**config.mk**
```make
export PLATFORM = sky130hd
export DESIGN_NAME = host_frame_link
export DESIGN_NICKNAME = d
export VERILOG_FILES = /design/src/rtl/host_link_pkg.sv /design/src/rtl/host_frame_tx.sv /design/src/rtl/host_frame_link.sv
export SDC_FILE = /design/constraint.sdc
export NUM_CORES = 1
export LEC_CHECK = 0
export BUFFER_PORTS_ARGS = -buffer_cell sky130_fd_sc_hd__buf_2
export CAP_MARGIN = 0
export CORE_MARGIN = 2
export CORE_UTILIZATION = 45
export CTS_CLUSTER_DIAMETER = 150
export DETAILED_ROUTE_END_ITERATION = 16
export PLACE_DENSITY = 0.68
export SLEW_MARGIN = 25
export SYNTH_ARGS = -nofsm -noshare
export SYNTH_HDL_FRONTEND = slang
export SYNTH_SLANG_ARGS = --single-unit
```
**constraint.sdc**
```tcl
create_clock -name masterClock -period 4.36 [get_ports masterClock]
set_clock_uncertainty 0.05 [all_clocks]
set_input_delay 0.436 -clock masterClock [delete_from_list [all_inputs] [get_ports masterClock]]
set_output_delay 0.436 -clock masterClock [all_outputs]
set_load 0.01 [all_outputs]
```
**src/rtl/host_link_pkg.sv**
```systemverilog
// Shared frame geometry and FSM encodings for the host UART frame link.
package host_link_pkg;

  localparam int FRAME_BYTES = 5;
  localparam int FRAME_W     = FRAME_BYTES * 8;
  localparam int BYTE_IDX_W  = $clog2(FRAME_BYTES);

  typedef logic [BYTE_IDX_W-1:0] byte_idx_t;

  // Index of the final byte of a frame (control byte is index 0).
  localparam byte_idx_t LAST_IDX = byte_idx_t'(FRAME_BYTES - 1);

  typedef enum logic [1:0] {
    RX_IDLE,
    RX_COLLECT,
    RX_HOLD
  } rx_state_e;

  typedef enum logic {
    TX_IDLE,
    TX_SEND
  } tx_state_e;

endpackage

```
**src/rtl/host_frame_tx.sv**
```systemverilog
// Reply serialiser: captures status/payload on an armed request and offers
// the 5-byte frame MSB first on a registered valid/ready byte interface.
module host_frame_tx
  import host_link_pkg::*;
(
  input  logic        clk,
  input  logic        rst,
  input  logic        request,
  input  logic [7:0]  status,
  input  logic [31:0] payload,
  input  logic        tx_ready,
  output logic [7:0]  tx_byte,
  output logic        tx_valid
);

  tx_state_e          state, state_next;
  logic [FRAME_W-1:0] shreg;
  byte_idx_t          cnt;
  logic               armed;
  logic               start;
  logic               accept;

  // Next state: launch on an armed request, return once the last byte is taken.
  always_comb begin
    state_next = state;
    start      = 1'b0;
    accept     = 1'b0;
    unique case (state)
      TX_IDLE: begin
        if (request && armed) begin
          start      = 1'b1;
          state_next = TX_SEND;
        end
      end
      TX_SEND: begin
        accept = tx_ready;
        if (tx_ready && cnt == LAST_IDX) state_next = TX_IDLE;
      end
      default: state_next = TX_IDLE;
    endcase
  end

  // State register.
  always_ff @(posedge clk or posedge rst) begin
    if (rst) state <= TX_IDLE;
    else     state <= state_next;
  end

  // Shift register, byte counter and request arming (re-arms only while idle
  // with the request low, so a held request never launches a second frame).
  always_ff @(posedge clk or posedge rst) begin
    if (rst) begin
      shreg <= '0;
      cnt   <= '0;
      armed <= 1'b0;
    end else begin
      if (state == TX_IDLE && !request) armed <= 1'b1;
      else if (start)                   armed <= 1'b0;

      if (start) begin
        shreg <= {status, payload};
        cnt   <= '0;
      end else if (accept) begin
        shreg <= shreg << 8;
        cnt   <= cnt + 1'b1;
      end
    end
  end

  // Both outputs come straight from registers.
  assign tx_byte  = shreg[FRAME_W-1 -: 8];
  assign tx_valid = (state == TX_SEND);

endmodule

```
**src/rtl/host_frame_link.sv**
```systemverilog
// Host UART byte <-> 5-byte frame bridge. RX assembles control + 32-bit word
// and holds it until the process clears it; TX is delegated to host_frame_tx.
module host_frame_link
  import host_link_pkg::*;
#(
  parameter int unsigned RX_TIMEOUT = 1000000  // idle cycles tolerated mid-frame, >= 1
) (
  input  logic        masterClock,
  input  logic        reset,
  input  logic        rxValid,
  input  logic [7:0]  rxByte,
  output logic [7:0]  txByte,
  output logic        txValid,
  input  logic        txReady,
  output logic        dataReceived,
  output logic [7:0]  control,
  output logic [31:0] inputData,
  input  logic        clearDR,
  input  logic        transmitData,
  input  logic [7:0]  status,
  input  logic [31:0] outputData,
  output logic        rxOverrun,
  output logic        rxTimeout
);

  localparam int                IDLE_W     = $clog2(RX_TIMEOUT + 1);
  localparam logic [IDLE_W-1:0] IDLE_LIMIT = IDLE_W'(RX_TIMEOUT);

  rx_state_e         rx_state, rx_next;
  byte_idx_t         byte_cnt;
  logic [IDLE_W-1:0] idle_cnt;
  logic              clr_armed;
  logic              timeout_hit;

  // RX next state; an expired idle counter takes priority over a same-cycle byte.
  always_comb begin
    rx_next     = rx_state;
    timeout_hit = 1'b0;
    unique case (rx_state)
      RX_IDLE: begin
        if (rxValid) rx_next = RX_COLLECT;
      end
      RX_COLLECT: begin
        if (idle_cnt == IDLE_LIMIT) begin
          timeout_hit = 1'b1;
          rx_next     = RX_IDLE;
        end else if (rxValid && byte_cnt == LAST_IDX) begin
          rx_next = RX_HOLD;
        end
      end
      RX_HOLD: begin
        if (clr_armed && clearDR) rx_next = RX_IDLE;
      end
      default: rx_next = RX_IDLE;
    endcase
  end

  // RX state register.
  always_ff @(posedge masterClock or posedge reset) begin
    if (reset) rx_state <= RX_IDLE;
    else       rx_state <= rx_next;
  end

  // RX datapath: byte capture, counters, clear arming and event pulses.
  always_ff @(posedge masterClock or posedge reset) begin
    if (reset) begin
      control   <= '0;
      inputData <= '0;
      byte_cnt  <= '0;
      idle_cnt  <= '0;
      clr_armed <= 1'b0;
      rxOverrun <= 1'b0;
      rxTimeout <= 1'b0;
    end else begin
      rxOverrun <= (rx_state == RX_HOLD) && rxValid;
      rxTimeout <= timeout_hit;
      unique case (rx_state)
        RX_IDLE: begin
          if (rxValid) begin
            control  <= rxByte;
            byte_cnt <= byte_idx_t'(1);
            idle_cnt <= '0;
          end
        end
        RX_COLLECT: begin
          if (timeout_hit) begin
            byte_cnt <= '0;
          end else if (rxValid) begin
            inputData <= {inputData[23:0], rxByte};
            idle_cnt  <= '0;
            if (byte_cnt == LAST_IDX) begin
              // A clear still high from the last handshake must not release this frame.
              byte_cnt  <= '0;
              clr_armed <= 1'b0;
            end else begin
              byte_cnt <= byte_cnt + 1'b1;
            end
          end else begin
            idle_cnt <= idle_cnt + 1'b1;
          end
        end
        RX_HOLD: begin
          if (!clearDR) clr_armed <= 1'b1;
        end
        default: ;
      endcase
    end
  end

  assign dataReceived = (rx_state == RX_HOLD);

  host_frame_tx u_tx (
    .clk      (masterClock),
    .rst      (reset),
    .request  (transmitData),
    .status   (status),
    .payload  (outputData),
    .tx_ready (txReady),
    .tx_byte  (txByte),
    .tx_valid (txValid)
  );

endmodule
```
Word level (Yosys, flattened, before mapping):

Cells that the tools add are included.

* multiplexer cells: 32
* equal/unequal tests: 13
* bitwise gates (word level): 2
* reductions and logical operators: 18
* add/subtract/negate cells: 3

Operator list (count)
* 2-to-1 mux 40 bit: 2
* 2-to-1 mux 20 bit: 3
* one-hot mux 20 bit (2 select lines): 1
* adder 20 x 1 -> 20 bit, second input constant: 1
* == test 20 bit, second input constant: 1
* 2-to-1 mux 3 bit: 6
* 2-to-1 mux 1 bit: 12
* AND reduction 3 bit: 4
* != test 2 bit, second input constant: 5
* 2-to-1 mux 2 bit: 4
* nonzero test 2 bit: 4
* adder 3 x 1 -> 3 bit, second input constant: 2
* == test 3 bit, second input constant: 2
* logical AND 1 bit: 6
* != test 3 bit, second input constant: 2
* one-hot mux 2 bit (3 select lines): 1
* one-hot mux 3 bit (2 select lines): 1
* AND reduction 5 bit: 1
* one-hot mux 1 bit (2 select lines): 2
* == test 2 x 1 -> 1 bit, second input constant: 1
* == test 2 bit, second input constant: 1
* zero test 2 bit: 1
* != test 2 x 1 -> 1 bit, second input constant: 1
* inverter 1 bit: 2
* 2 further kinds: 2

* output and inout port bits: 52
* register bits after elaboration: 113
* word-level logic and storage cells: 80
* input port bits: 54

Depth between registers and ports, before layout:

* depth in word-level cells: 5
* gate-level depth with buffers: 9
* mapped depth without buffers: 7

Modules after synthesis:

A second synthesis with hierarchy kept.

* cells, all modules: 478
* area, all modules: 5447.7 um^2

Modules (own cells, without submodules)
* host_frame_link: area an instance 3201.8 um^2, sequential area each 1701.6 um^2, times used 1, cells an instance 270
* host_frame_tx: area an instance 2245.9 um^2, sequential area each 1126.1 um^2, times used 1, cells an instance 208

Worst setup path before layout:

Ideal clock, no wire load.

* kind: register to register
* start: reg idle_cnt[0]
* end: reg inputData[10]
* period minus slack after synthesis: 2.013 ns
* setup slack: 2.347 ns
* required time: 4.185 ns
* buffers on the path: 2
* data arrival time: 1.838 ns
* stages on the path, launching flop included: 10
* library setup time: 0.125 ns
* cells stage by stage: dfrtp_1 > inv_1 > ha_1 > nor4b_2 > nand4_2 > nor2_4 > or2_1 > buf_6 > buf_12 > mux2_4

* word-level cells in the longest chain between the ends: 5

Ends and longest elaborated chain
* start, declared: line host_frame_link.sv:31 `logic [IDLE_W-1:0] idle_cnt;`
* start signal, assigned: line host_frame_link.sv:99 `idle_cnt <= idle_cnt + 1'b1;`
* == test 20 bit: line host_frame_link.sv:44 `if (idle_cnt == IDLE_LIMIT) begin`
* 2-to-1 mux 1 bit: line host_frame_link.sv:44
* 2-to-1 mux 1 bit: line host_frame_link.sv:39 `unique case (rx_state)`
* inverter 1 bit (no source line)
* AND reduction 3 bit (no source line)
* end signal, assigned: line host_frame_link.sv:89 `inputData <= {inputData[23:0], rxByte};`
* end, declared: line host_frame_link.sv:17 `output logic [31:0] inputData,`

Every way passes these cells.
A chain may end at the register's enable or synchronous reset.

Final worst setup path:

* start: reg idle_cnt[0]
* end: reg inputData[30]

The elaborated chain is that of the path after synthesis.

==> results.md <==
* Starting Density at 45.72%
* PortBufs at 105
* Post-Syn Nets at 547
* Num CTS Buffers at 17
* Largest family of logic cells by synthesized area: simple AND/OR/NAND/NOR gates
* Post-synth top area share at 54.39%
* Rel. slew slack at 34.58%
* Lkg Pwr at 0.003112 uW
* Die X at 111.5 um
* Aggregate global-route resource usage at 18.64%
* Leading area contributor after synthesis: dfrtp_1
* Sequential area share after synthesis at 54.39%
* MaxCap Viol Count at 0
* Synthesis-stage register bit count at 113
* Met2 Use GR at 29.88%
* Largest net degree at the start of global routing at 60
* RR Startpoint: idle_cnt[0]
* CP required at 4600 ps
* CTS Hold Bufs at 0
* Final period util at 56.56%
* Synth Area in Simple Gates at 18.46%
* Ant diodes at 0
* R2R depth at 7
* P&R area growth vs syn at 22.58%
* CTS H-tree depth at 4
* Die footprint at 12430 sq um
* Mapped Cells at 487
* Via density at 5.165
* Wirelength per Cell at 14.86 um
* Post-CTS Setup Bufs at 0
* Arr. time, crit path at 2710 ps
* Avg Inst Size Synth at 10.68 sq um
* Placed cells at 708
* Die Y at 111.5 um
* Clk root buf: clkbuf_16
* Crit path to: inputData[30]
* Hold/Removal Path Class: input port to async pin
* Overall Power at 4473 uW
* Crit path max fanout at 33
* CTS resizes at 0
* Routed Wire Length at 11000 um
* GR met1 Demand/Resource at 24.31%
* Synth area leaders: dfrtp_1, mux2_4, nand2_1
* Initial drt markers at 237
* Initial antenna violation count at 0
* Number of global-route vias before repair at 3776
* Number of synthesized flops with an enable pin at 0
* Mapped Area at 5199 sq um
* Post-synthesis cell type count at 48
* Critical Path Sink Type: register
* First-pass GRT wire length at 18630 um
* CP Launch Type: register
* Max-slew violations at 0
* Final count of hold timing violations at 0
* Synth Area in XOR/XNOR at 2.359%
* Met3 Use GR at 5.171%
* Setup_tns at 0 ps
* Clk pin slew, worst setup/hold paths at 60 ps
* Antenna viol nets, final at 0
* Adder-cell share of the synthesized area at 1.444%
* CTS Buffer Depth at 2
* Core ar. at 11370 sq um
* Worst R2R End: inputData[30]
* Ys flop type: dfrtp_1
* Row count at 39
* DRC at 0
* Setup Crit Path Kind: register to register
* Min Tclk post-route at 2466 ps
* Grt peak-use layer: met2
* CTS tree: yes
* Worst Setup SP: idle_cnt[0]
* Layout cells sized above 1 at 33.00%
* Unrepaired setup endpoints after global routing: no
* Worst IR drop on VDD at 0.0003967 V
* Synth warnings at 0
* Total congestion overflow at 0
* Outcome: finished, final reports clean
* Total number of vias at 3822
* Finished Layout Cells at 740
* Gpl congestion at 0.8884
* R2R setup slack at 1890 ps
* Num ports at 106
* Least-Margin Pin Slew at 981.3 ps
* # nets final at 644
* Mux cell area share after synthesis at 10.76%
* CTS Sinks at 113
* Fmax at 405.5 MHz
* Synth Area in Compound Gates at 7.918%
* Router iterations before antenna repair at 4
* Final setup fails at 0
* Clock latency on the worst-skew pair at 410 ps
* Dpl hpwl at 7497 um
* Asr flop ratio synth at 100.0%
* Power per cell area at 701.9 nW/um^2
cell usage after synthesis (2+ instances only):
library cell	count
a21oi_1	4
dfrtp_1	113
o31ai_1	4
o21ai_0	13
and2_1	3
nand2_1	103
a21o_1	2
nor4b_2	2
a22oi_1	8
nor4_1	3
buf_2	2
buf_4	8
nand3_1	15
o21bai_1	2
xnor2_1	13
nor2b_1	5
clkbuf_1	16
nor2_1	48
o32ai_1	2
mux2_2	11
and3_1	4
inv_1	10
mux2_4	29
nand4_1	2
buf_12	3
a22o_1	2
nor3_1	9
a31oi_1	25
ha_1	6
nand2b_1	2
cell usage in the layout (no fill, tap or decap), types with 3 or more instances in the layout:
cell type,netlist,layout
and3_1,4,4
mux2_4,29,29
and2_1,3,3
buf_4,8,4
a22oi_1,8,8
clkbuf_16,0,17
a21oi_1,4,3
dfrtp_1,113,113
inv_6,0,4
nor3_1,9,9
o21ai_0,13,13
inv_1,10,9
o31ai_1,4,4
buf_2,2,105
mux2_2,11,11
nor2_1,48,48
xnor2_1,13,13
nor2b_1,5,5
nor4_1,3,3
a31oi_1,25,25
ha_1,6,6
bufinv_16,0,4
nand2_1,103,102
nand3_1,15,15
clkinv_4,0,4
metal layers:
metal / up-vias / routed length, um
li1: 1851 / -
met1: 1860 / 4978
met2: 90 / 5294
met3: 21 / 529
met4: 0 / 197
met5: - / 0
cells by family after synthesis:
group / Yosys count
flip-flops: 113
buffers and inverters: 41
AO/OA/AOI/OAI: 64
multiplexers: 40
AND/OR/NAND/NOR: 209
XOR/XNOR: 14
adder cells (fa/ha/maj): 6
stage by stage:
stage               instance area, sq um  worst slack, ps  util [%]  hold WS (ps)
finish                              6372             1894     56.05         100.6
global route                        6372             1669     56.05         151.9
CTS                                 6364             1606     55.97         129.4
detailed placement                  5731             1629     50.40         415.2
global placement                    5731             1721     50.40         401.8
floorplan                           5199            886.6         -         397.2
where the power goes:
group	switching (uW)	internal, uW
registers	279	1450
logic	632	643
clock network	505	963
total	1410	3060
area by class of cell:
cell class / instances / area [sq um]
fill: 981 / 4997
sequential: 113 / 2828
multi-input combinational: 333 / 2137
timing repair buffer: 109 / 555.5
clock buffer: 17 / 425.4
clock inverter: 15 / 207.7
tap: 143 / 178.9
inverter: 10 / 40.04
flip-flops by register name, summed over array words and instances, names as in the netlist:
register       count
u_tx.shreg        40
inputData         32
idle_cnt          20
control            8
byte_cnt           3
u_tx.cnt           3
rx_state           2
clr_armed          1
rxOverrun          1
rxTimeout          1
u_tx.armed         1
u_tx.tx_valid      1
worst min-delay path by stage:
stage,start,end,cells after the start
finish,reset,idle_cnt[7],2
global route,reset,idle_cnt[3],2
CTS,reset,clr_armed,2
detailed placement,u_tx.shreg[38],u_tx.shreg[38],2
global placement,u_tx.shreg[33],u_tx.shreg[33],2
floorplan,u_tx.shreg[32],u_tx.shreg[32],2
worst max-delay path, cell delays in order (launching register included):
cell and delay [ps]:
dfrtp_1 430, inv_1 100, ha_1 140, nor4b_2 230, nand4_2 230, nor2_4 200
or2_4 540, mux2_2 400
Power figures use the tool's default switching activity.
